File: src/rtl/counter_seq_pkg.sv
// Shared types and default widths for the counter segment sequencer.
package counter_seq_pkg;

  typedef enum logic [1:0] {StIdle, StArm, StRun, StDone} state_e;

  localparam int unsigned INCR_W_DEF = 32;
  localparam int unsigned DUR_W_DEF  = 32;
  localparam int unsigned WRAP_W     = 16;

endpackage

File: src/rtl/counter_seq_table.sv
// Segment table: NUM_SEG (increment, duration) entries, one sync write port, one async read port.
module counter_seq_table
  import counter_seq_pkg::*;
#(
  parameter int unsigned NUM_SEG = 4,
  parameter int unsigned INCR_W  = INCR_W_DEF,
  parameter int unsigned DUR_W   = DUR_W_DEF
) (
  input  logic                       clk,
  input  logic                       resetn,
  input  logic                       we,
  input  logic [$clog2(NUM_SEG)-1:0] wr_addr,
  input  logic [INCR_W-1:0]          wr_incr,
  input  logic [DUR_W-1:0]           wr_dur,
  input  logic [$clog2(NUM_SEG)-1:0] rd_addr,
  output logic [INCR_W-1:0]          rd_incr,
  output logic [DUR_W-1:0]           rd_dur
);

  logic [INCR_W-1:0] incr_mem [NUM_SEG];
  logic [DUR_W-1:0]  dur_mem  [NUM_SEG];
  logic              wr_ok;
  logic              rd_ok;

  // Index range guards only matter when NUM_SEG is not a power of two.
  assign wr_ok = we && (int'(wr_addr) < int'(NUM_SEG));
  assign rd_ok = int'(rd_addr) < int'(NUM_SEG);

  always_ff @(posedge clk or negedge resetn) begin
    if (!resetn) begin
      for (int i = 0; i < int'(NUM_SEG); i++) begin
        incr_mem[i] <= '0;
        dur_mem[i]  <= '0;
      end
    end else if (wr_ok) begin
      incr_mem[wr_addr] <= wr_incr;
      dur_mem[wr_addr]  <= wr_dur;
    end
  end

  assign rd_incr = rd_ok ? incr_mem[rd_addr] : '0;
  assign rd_dur  = rd_ok ? dur_mem[rd_addr]  : '0;

endmodule

File: src/rtl/counter_seq.sv
// Segment sequencer: owns the counter's resetn/incr_i and steps incr through a programmed table.
// Define COUNTER_SEQ_LOOP_EN to add loop_i / wrap_cnt_o for continuous passes over the table.
module counter_seq
  import counter_seq_pkg::*;
#(
  parameter int unsigned NUM_SEG = 4,
  parameter int unsigned INCR_W  = INCR_W_DEF,
  parameter int unsigned DUR_W   = DUR_W_DEF
) (
  input  logic                       clk,
  input  logic                       resetn,
  input  logic                       cfg_we_i,
  input  logic [$clog2(NUM_SEG)-1:0] cfg_addr_i,
  input  logic [INCR_W-1:0]          cfg_incr_i,
  input  logic [DUR_W-1:0]           cfg_dur_i,
  input  logic [$clog2(NUM_SEG):0]   num_seg_i,
  input  logic                       start_i,
  input  logic                       stop_i,
`ifdef COUNTER_SEQ_LOOP_EN
  input  logic                       loop_i,
  output logic [WRAP_W-1:0]          wrap_cnt_o,
`endif
  output logic                       counter_resetn_o,
  output logic [INCR_W-1:0]          incr_o,
  output logic [$clog2(NUM_SEG)-1:0] seg_idx_o,
  output logic                       busy_o,
  output logic                       done_o
);

  localparam int unsigned AddrW = $clog2(NUM_SEG);
  localparam int unsigned CntW  = AddrW + 1;

  state_e             state_q, state_d;
  logic               start_q, start_d;
  logic [CntW-1:0]    cnt_q, cnt_d;
  logic [DUR_W-1:0]   timer_q, timer_d;
  logic [AddrW-1:0]   seg_idx_q, seg_idx_d;
  logic [INCR_W-1:0]  incr_q, incr_d;
  logic               cres_q, cres_d;
  logic               busy_q, busy_d;
  logic               done_q, done_d;
`ifdef COUNTER_SEQ_LOOP_EN
  logic [WRAP_W-1:0]  wrap_q, wrap_d;
`endif

  logic               start_ok, last_seg, seg_end, loop_now, table_we;
  logic [AddrW-1:0]   nxt_idx, rd_addr;
  logic [INCR_W-1:0]  rd_incr;
  logic [DUR_W-1:0]   rd_dur, rd_len;

`ifdef COUNTER_SEQ_LOOP_EN
  assign loop_now = loop_i;
`else
  assign loop_now = 1'b0;
`endif

  assign start_ok = start_i && (num_seg_i != '0) && (num_seg_i <= CntW'(NUM_SEG));
  assign last_seg = ({1'b0, seg_idx_q} == cnt_q - CntW'(1));
  assign seg_end  = (timer_q == DUR_W'(1));
  assign nxt_idx  = last_seg ? '0 : seg_idx_q + AddrW'(1);
  // ARM preloads entry 0; RUN looks ahead to the entry that follows the current one.
  assign rd_addr  = (state_q == StArm) ? '0 : nxt_idx;
  assign rd_len   = (rd_dur == '0) ? DUR_W'(1) : rd_dur;
  assign table_we = cfg_we_i && !busy_q;

  counter_seq_table #(
    .NUM_SEG (NUM_SEG),
    .INCR_W  (INCR_W),
    .DUR_W   (DUR_W)
  ) u_table (
    .clk     (clk),
    .resetn  (resetn),
    .we      (table_we),
    .wr_addr (cfg_addr_i),
    .wr_incr (cfg_incr_i),
    .wr_dur  (cfg_dur_i),
    .rd_addr (rd_addr),
    .rd_incr (rd_incr),
    .rd_dur  (rd_dur)
  );

  always_ff @(posedge clk or negedge resetn) begin
    if (!resetn) begin
      state_q <= StIdle;
    end else begin
      state_q <= state_d;
    end
  end

  always_comb begin
    state_d = state_q;
    if (stop_i) begin
      state_d = StIdle;
    end else begin
      unique case (state_q)
        StIdle, StDone: if (start_q) state_d = StArm;
        StArm:          state_d = StRun;
        StRun:          if (seg_end && last_seg && !loop_now) state_d = StDone;
        default:        state_d = StIdle;
      endcase
    end
  end

  always_comb begin
    start_d   = 1'b0;
    cnt_d     = cnt_q;
    timer_d   = timer_q;
    seg_idx_d = seg_idx_q;
    incr_d    = incr_q;
    cres_d    = cres_q;
`ifdef COUNTER_SEQ_LOOP_EN
    wrap_d    = wrap_q;
`endif
    // A valid start is captured for one cycle before ARM, giving the start-to-release latency.
    if (!stop_i && !start_q && start_ok && (state_q == StIdle || state_q == StDone)) begin
      start_d = 1'b1;
      cnt_d   = num_seg_i;
    end
    unique case (state_d)
      StIdle, StArm: begin
        cres_d    = 1'b0;
        incr_d    = '0;
        seg_idx_d = '0;
        timer_d   = '0;
`ifdef COUNTER_SEQ_LOOP_EN
        if (state_d == StArm) wrap_d = '0;
`endif
      end
      StRun: begin
        cres_d = 1'b1;
        if (state_q == StArm || seg_end) begin
          seg_idx_d = rd_addr;
          incr_d    = rd_incr;
          timer_d   = rd_len;
`ifdef COUNTER_SEQ_LOOP_EN
          if (state_q == StRun && last_seg) wrap_d = wrap_q + WRAP_W'(1);
`endif
        end else begin
          timer_d = timer_q - DUR_W'(1);
        end
      end
      StDone: begin
        cres_d  = 1'b1;
        incr_d  = '0;
        timer_d = '0;
      end
      default: ;
    endcase
  end

  assign busy_d = (state_d == StArm) || (state_d == StRun);
  assign done_d = (state_d == StDone);

  always_ff @(posedge clk or negedge resetn) begin
    if (!resetn) begin
      start_q   <= 1'b0;
      cnt_q     <= '0;
      timer_q   <= '0;
      seg_idx_q <= '0;
      incr_q    <= '0;
      cres_q    <= 1'b0;
      busy_q    <= 1'b0;
      done_q    <= 1'b0;
`ifdef COUNTER_SEQ_LOOP_EN
      wrap_q    <= '0;
`endif
    end else begin
      start_q   <= start_d;
      cnt_q     <= cnt_d;
      timer_q   <= timer_d;
      seg_idx_q <= seg_idx_d;
      incr_q    <= incr_d;
      cres_q    <= cres_d;
      busy_q    <= busy_d;
      done_q    <= done_d;
`ifdef COUNTER_SEQ_LOOP_EN
      wrap_q    <= wrap_d;
`endif
    end
  end

  assign counter_resetn_o = cres_q;
  assign incr_o           = incr_q;
  assign seg_idx_o        = seg_idx_q;
  assign busy_o           = busy_q;
  assign done_o           = done_q;
`ifdef COUNTER_SEQ_LOOP_EN
  assign wrap_cnt_o       = wrap_q;
`endif

endmodule

File: config.mk
export PLATFORM = sky130hd
export DESIGN_NAME = counter_seq
export DESIGN_NICKNAME = d
export VERILOG_FILES = /design/src/rtl/counter_seq_pkg.sv /design/src/rtl/counter_seq_table.sv /design/src/rtl/counter_seq.sv
export SDC_FILE = /design/constraint.sdc
export NUM_CORES = 1
export LEC_CHECK = 0
export BUFFER_PORTS_ARGS = -buffer_cell sky130_fd_sc_hd__buf_4
export CORE_MARGIN = 3
export CORE_UTILIZATION = 45
export DETAILED_ROUTE_END_ITERATION = 8
export MAX_ROUTING_LAYER = met4
export REMOVE_ABC_BUFFERS = 1
export SLEW_MARGIN = 5
export SYNTH_ARGS = -nofsm -noshare
export SYNTH_HDL_FRONTEND = slang
export SYNTH_HIERARCHICAL = 1
export SYNTH_SLANG_ARGS = --single-unit
File: constraint.sdc
create_clock -name clk -period 3.36 [get_ports clk]
set_clock_uncertainty 0.15 [all_clocks]
set_input_delay 0.168 -clock clk [delete_from_list [all_inputs] [get_ports clk]]
set_output_delay 0.168 -clock clk [all_outputs]
set_load 0.05 [all_outputs]
Word level (Yosys, flattened, before mapping)
Cells that the tools add are included.
Widths: inputs -> output; s select.
{"block": "totals", "out_inout_bits": 37, "ramBits": 0, "wordCells": 84, "latchBits": 0, "mem_bits_ro": 0, "regBits": 331, "memories": 0}
{"block": "op_classes", "n_shift": 0, "order_cmp": 4, "mul": 0, "muxes": 25, "eq_ne": 9, "div": 0, "bitwise": 2, "n_addsub": 3, "reduce_logical": 24}
{"cell": "$bwmux 128", "count": 2}
{"cell": "$mux 32", "count": 8}
{"cell": "$bmux 32 s2", "count": 2}
{"cell": "$pmux 32 s2", "count": 2}
{"cell": "$demux 32 s2", "count": 1}
{"cell": "$eq 32x1->1 const B", "count": 1}
{"cell": "$logic_not 32->1", "count": 1}
{"cell": "$sub 32x1->32 const B", "count": 1}
{"cell": "$mux 2", "count": 6}
{"cell": "$eq 2x2->1 const B", "count": 4}
{"cell": "$logic_and 1x1->1", "count": 8}
{"cell": "$ge 3x3->1 const B", "count": 2}
{"cell": "$not 2->3", "count": 2}
{"cell": "$pmux 2 s3", "count": 1}
{"cell": "$reduce_or 2->1", "count": 3}
{"cell": "$eq 2x1->1 const B", "count": 2}
{"cell": "$logic_not 2->1", "count": 2}
{"cell": "$pmux 2 s2", "count": 1}
{"cell": "$eq 2x3->1", "count": 1}
{"cell": "$le 3x3->1 const B", "count": 1}
{"cell": "$logic_not 1->1", "count": 3}
{"cell": "$logic_or 1x1->1", "count": 3}
{"cell": "$lt 3x1->1 const B", "count": 1}
{"cell": "$reduce_bool 3->1", "count": 1}
{"cell": "other kinds (8)", "count": 8}

Depth between registers and ports, before layout
{"block": "depth", "depth_word": 12, "ltp_mapped": 15, "depth_no_buf": 13}

By module
Netlist, hierarchy kept.
{"module": "counter_seq_table", "cells_each": 621, "instances": 1, "area_per_inst_um2": 11559.8}
{"module": "counter_seq", "cells_each": 419, "instances": 1, "area_per_inst_um2": 4245.3}

Worst setup path before layout
No wires, ideal clock.
{"block": "synth_timing", "path_type": "register to register", "from": "register timer_q[20]", "to": "register timer_q[10]", "path_buffers": 3, "setup_ns": 0.150, "setup_slack_ns": -0.260, "arrival_time_ns": 3.320, "required_time_ns": 3.060, "path_stages_with_launch": 12, "path_cell_list": "dfrtp_1 -> or4_1 -> or3_1 -> buf_2 -> nor2_1 -> a311oi_1 -> or4_1 -> ha_1 -> clkbuf_1 -> inv_2 -> clkbuf_1 -> a211oi_2"}
{"block": "synth_via", "elab_chain_cells": 8, "word_cells_on_any_way": 13, "classes_between": "eq/ne (4); mux (5); reduce/logical (4)"}
{"element": "start: declaration", "line": "counter_seq.sv:36", "rtl": "logic [DUR_W-1:0] timer_q, timer_d;"}
{"element": "start signal: assignment", "line": "counter_seq.sv:170", "rtl": "timer_q <= timer_d;"}
{"element": "$eq 32x1->1 *", "line": "counter_seq.sv:59", "rtl": "assign seg_end = (timer_q == DUR_W'(1));"}
{"element": "$logic_and 1x1->1", "line": "counter_seq.sv:98", "rtl": "StRun: if (seg_end && last_seg && !loop_now) state_d = StDone;"}
{"element": "$mux 2", "line": "counter_seq.sv:98"}
{"element": "$pmux 2 s3", "line": "counter_seq.sv:95", "rtl": "unique case (state_q)"}
{"element": "$mux 2", "line": "counter_seq.sv:92", "rtl": "if (stop_i) begin"}
{"element": "$eq 2x2->1, or another cell as far along", "line": "counter_seq.sv:119", "rtl": "unique case (state_d)"}
{"element": "$reduce_or 3->1 (no source line)"}
{"element": "$pmux 32 s2 *", "line": "counter_seq.sv:119"}
{"element": "via timer_d[10]", "line": "counter_seq.sv:36"}
The timed path passes the listed nets; every way through them passes the cells marked *.
A chain may end at the register's enable or synchronous reset.

Worst setup path after layout
{"block": "layout_timing", "from": "register timer_q[26]", "to": "register cres_q (netlist: counter_resetn_o)"}
{"block": "layout_via", "elab_chain_cells": 8, "word_cells_on_any_way": 12, "classes_between": "eq/ne (4); mux (4); reduce/logical (4)"}
{"element": "$eq 32x1->1 *", "line": "counter_seq.sv:59"}
{"element": "$logic_and 1x1->1 *", "line": "counter_seq.sv:98"}
{"element": "$mux 2 *", "line": "counter_seq.sv:98"}
{"element": "$pmux 2 s3 *", "line": "counter_seq.sv:95"}
{"element": "$mux 2 *", "line": "counter_seq.sv:92"}
{"element": "$eq 2x2->1, or another cell as far along", "line": "counter_seq.sv:119"}
{"element": "$reduce_or 2->1 (no source line)"}
{"element": "$pmux 1 s2 *", "line": "counter_seq.sv:119"}
{"element": "via cres_d", "line": "counter_seq.sv:39", "rtl": "logic cres_q, cres_d;"}
{"element": "end signal: assignment", "line": "counter_seq.sv:173", "rtl": "cres_q <= cres_d;"}
{"element": "end: declaration", "line": "counter_seq.sv:39"}
Marked as above.

==> out/results.txt <==
The number of antenna violations at the first check in global routing came out at 0. The total power draw was 20.5 mW; the routed wire length was 34.9 mm. The congestion estimate from routability-driven global placement came to 0.786. For this design the top-level I/O count stands at 111.

The master cell of the clock root buffer was sky130_fd_sc_hd__clkbuf_16. The library cell appearing most often on the critical path is sky130_fd_sc_hd__or4_4. The reported max-cap violation count was 0.

Buffers placed on the I/O ports in this run total 110. The power per unit of standard cell area was 1050 mW/mm²; the average wire per cell in the routed design was 20.1 µm. After routing the design area is 0.0194 mm². The fraction of synthesis flops using an asynchronous set or reset pin is 100%, and the remaining design rule violation count is 0. Once detail routing completed, the nets flagged for antenna violations numbered 0.

TritonCTS built the clock tree. STA classifies the critical path endpoint as a register. For this run, the leading register cell type out of synthesis is sky130_fd_sc_hd__dfrtp_1. The max-slew violation total from the final report came out at 0. Setup repair after global routing could not meet its margin everywhere.

At the end of the flow the core is filled with cells to 56.3%. After synthesis the netlist holds a flip-flop and latch count of 331. The number of buffers and inverters on the critical path was 1. The final cell count without fillers was 1734; the stage delay of the slowest cell on the critical path was 0.58 ns. The worst pin sits at a relative slew slack of 50.4%. Number of global-route vias before repair: 9997.

The area growth from synthesis to final layout came out at 23.1%. From left edge to right edge, the die measures 193 µm. The global-route usage over all layers is 19.3%. Source of the worst register-to-register timing path: timer_q[26]. Entering global routing, the biggest net connects 94 pins. At the worst endpoint, the arrival time is 3.48 ns. STA classifies the critical path startpoint as a register. The logs give 0.00828 mm² for the area taken by flip-flops and latches and 0 for the number of endpoints failing setup at the final stage. The number of buffers added by the clock tree synthesis step is 37, and the mean number of vias per cell is 5.37. The flow ran to the end, and the final reports show no timing, DRC or antenna violations. The leakage power of the design is 8.75 nW. The first detailed-routing pass took 4 iterations.

The HPWL after detailed placement was 21.8 mm; the number of enable-type register cells in the synthesized netlist was 0. The run gives 57.3 mm as the global-route wire length before repair. The library cells used most frequently in the layout, excluding fill and tap cells, are sky130_fd_sc_hd__dfrtp_1, sky130_fd_sc_hd__buf_4, sky130_fd_sc_hd__mux2_4. In this run the deepest clock path goes through 3 buffers.

The tools report the area of placed instances as 0.0173 mm². The die area was 0.0374 mm². For the deepest level of the CTS H-tree, the log shows 2.

The first routing iteration left 358 violations. The run gives 68 as the cell row count. The commonest non-fill, non-tap cell in the layout was sky130_fd_sc_hd__dfrtp_1. The filler cells instantiated in the layout total 2825. The netlist uses 50 different library cells. The tree built by TritonCTS fans out to 331 sinks. STA puts the critical path data required time at 3.60 ns. The top fanout value on the critical path is 35.

Slowest cell on the critical path: sky130_fd_sc_hd__or4_1. Sequential elements use 52.4% of the synthesized area. At the pin with the least slew margin, the transition time is 0.745 ns. For the routed via count, the log shows 9313. The critical path goes through or4_4 > or4_4 > nor2_2 > a311oi_1 > or4_1 > ha_1 > buf_12 > or2_2.

The worst hold path belongs to the class input pin to asynchronous set/reset pin. After floorplanning, the core was sized to cover 0.0345 mm². The worst setup path startpoint is timer_q[26].

The run gives 0 as the overall overflow remaining after global route. The cell area after synthesis was 0.0158 mm². Based on the critical path, the design can be clocked at up to 309 MHz.

The area occupied by multi-input gates was 0.00704 mm²; the hold violation total from the final report was 0. The number of placed instances, taps included, is 1594. For the worst-skew pair, the clock arrives at the later sink with an insertion delay of 0.51 ns. Once the floorplan was initialized, standard cells occupied 45.8% of the core. For the finished layout, the period the worst path requires is 3.24 ns.

The cell family contributing the most delay on the critical path is simple AND/OR/NAND/NOR gates. After clock tree synthesis, the clock-pin slew on the worst setup and hold paths is 0.06 ns. From bottom edge to top edge, the die measures 193 µm.

The run gives 0.107 ns as the worst hold slack across all endpoints. By startpoint and endpoint, the worst setup path is classified as register to register. The post-synthesis instance total is 1040, and the final cycle utilization of the critical path is 96.3%. The net count reported at finish is 1332.

After clock tree synthesis, the setup repair step added 0 buffers. The mean instance size in the synthesized netlist was 15.2 µm²; the Yosys warning count was 6. Of the cells placed in the final design, the portion with a size suffix greater than 1 is 44.4%. The tools report the peak supply drop as 0.612 mV.
sequential cells by signal (all words and copies together), names as in the netlist:
| name | cells |
|---|---|
| busy_o | 1 |
| cnt_q | 3 |
| counter_resetn_o | 1 |
| done_o | 1 |
| incr_o | 32 |
| seg_idx_o | 2 |
| start_q | 1 |
| state_q | 2 |
| timer_q | 32 |
| u_table/dur_mem | 128 |
| u_table/incr_mem | 128 |
metrics by stage:
step,setup TNS (ns),setup WS (ns)
floorplan,-254.18,-1.63
detailed placement,0,0.00937
CTS,0,0.0155
finish,0,0.124
global placement,0,0.0249
global route,-0.0800,-0.0800
synth_stat cells, types with 3 or more instances:
master | count | share of area, %
sky130_fd_sc_hd__a211oi_2 | 26 | 2.1
sky130_fd_sc_hd__a21oi_1 | 6 | 0.19
sky130_fd_sc_hd__buf_2 | 18 | 0.57
sky130_fd_sc_hd__buf_4 | 10 | 0.47
sky130_fd_sc_hd__buf_6 | 27 | 1.9
sky130_fd_sc_hd__clkbuf_1 | 12 | 0.28
sky130_fd_sc_hd__dfrtp_1 | 331 | 52
sky130_fd_sc_hd__ha_1 | 8 | 0.63
sky130_fd_sc_hd__inv_1 | 13 | 0.31
sky130_fd_sc_hd__mux2_1 | 65 | 4.6
sky130_fd_sc_hd__mux2_2 | 71 | 5.1
sky130_fd_sc_hd__mux2_4 | 120 | 11
sky130_fd_sc_hd__mux4_2 | 64 | 9.1
sky130_fd_sc_hd__nand2_1 | 74 | 1.8
sky130_fd_sc_hd__nand3_1 | 4 | 0.13
sky130_fd_sc_hd__nand3b_1 | 4 | 0.19
sky130_fd_sc_hd__nand4_1 | 4 | 0.16
sky130_fd_sc_hd__nor2_1 | 44 | 1.0
sky130_fd_sc_hd__nor3_1 | 10 | 0.32
sky130_fd_sc_hd__nor3b_1 | 3 | 0.14
sky130_fd_sc_hd__nor4_1 | 18 | 0.71
sky130_fd_sc_hd__o21ai_0 | 4 | 0.13
sky130_fd_sc_hd__o21ai_1 | 3 | 0.095
sky130_fd_sc_hd__o22ai_1 | 4 | 0.16
sky130_fd_sc_hd__o22ai_2 | 30 | 2.4
sky130_fd_sc_hd__or3_1 | 6 | 0.24
sky130_fd_sc_hd__or4_1 | 4 | 0.19
sky130_fd_sc_hd__xnor2_1 | 23 | 1.3
sky130_fd_sc_hd__xor2_1 | 7 | 0.39
report_power, final:
group	switching (mW)	internal (mW)	leakage, nW
logic	4.54	4.90	4.05
registers	1.00	5.73	4.06
clock network	1.65	2.66	0.639
routing by layer:
metal  global-route usage (%)  vias up  routed length (µm)
li1                         -     4263                   -
met1                     27.1     4881               16700
met2                     30.1      126               16600
met3                     3.08       43                1110
met4                     3.75        0                 496
met5                        -        -                   0
path summary, 6_finish.rpt:
check / endpoint / slack (ns) / cells after the start
setup / recovery: counter_resetn_o / 0.12 / 8
hold / removal: u_table/incr_mem[75] / 0.11 / 2
setup reg to reg: counter_resetn_o / 0.12 / 8
hold reg to reg: u_table/incr_mem[120] / 0.33 / 1
max in group asynchronous: u_table/incr_mem[79] / 2.06 / 3
min in group clk: u_table/dur_mem[123] / 0.20 / 4
logic make-up (layout without fill, tap and decap cells):
group                      after synthesis  in the layout  share of synthesized area, %
muxes                                  320            320                          30.2
adders and majority gates                8              8                         0.633
DFF                                    331            331                          52.4
AOI/OAI and AO/OA                       84             84                          5.79
xor gates and xnor gates                30             30                          1.66
other                                    0              1                             0
buffers and inverters                   81            319                          3.59
and+or+nand+nor                        186            186                          5.71
what timing repair did:
action                                 CTS  global route
hold buffers                            72             0
gates resized for setup                  2            13
endpoints found under the hold margin  348             0
pin swaps                                0             2
setup endpoints to repair                6            10
cell type report:
cell class	count	share of cell area, %
inverter	14	0.296
tap	455	2.93
timing repair buffer	238	11.2
clock inverter	15	1.11
sequential	331	42.6
clock buffer	52	5.62
multi-input combinational	628	36.2
antenna	1	0.0129
worst register-to-register path: stages (launching register included):
cell and delay (ns):
sky130_fd_sc_hd__dfrtp_1 0.40, sky130_fd_sc_hd__or4_4 0.52, sky130_fd_sc_hd__or4_4 0.44, sky130_fd_sc_hd__nor2_2 0.15
sky130_fd_sc_hd__a311oi_1 0.12, sky130_fd_sc_hd__or4_1 0.58, sky130_fd_sc_hd__ha_1 0.28, sky130_fd_sc_hd__buf_12 0.18
sky130_fd_sc_hd__or2_2 0.30
Power figures use the tool's default switching activity.
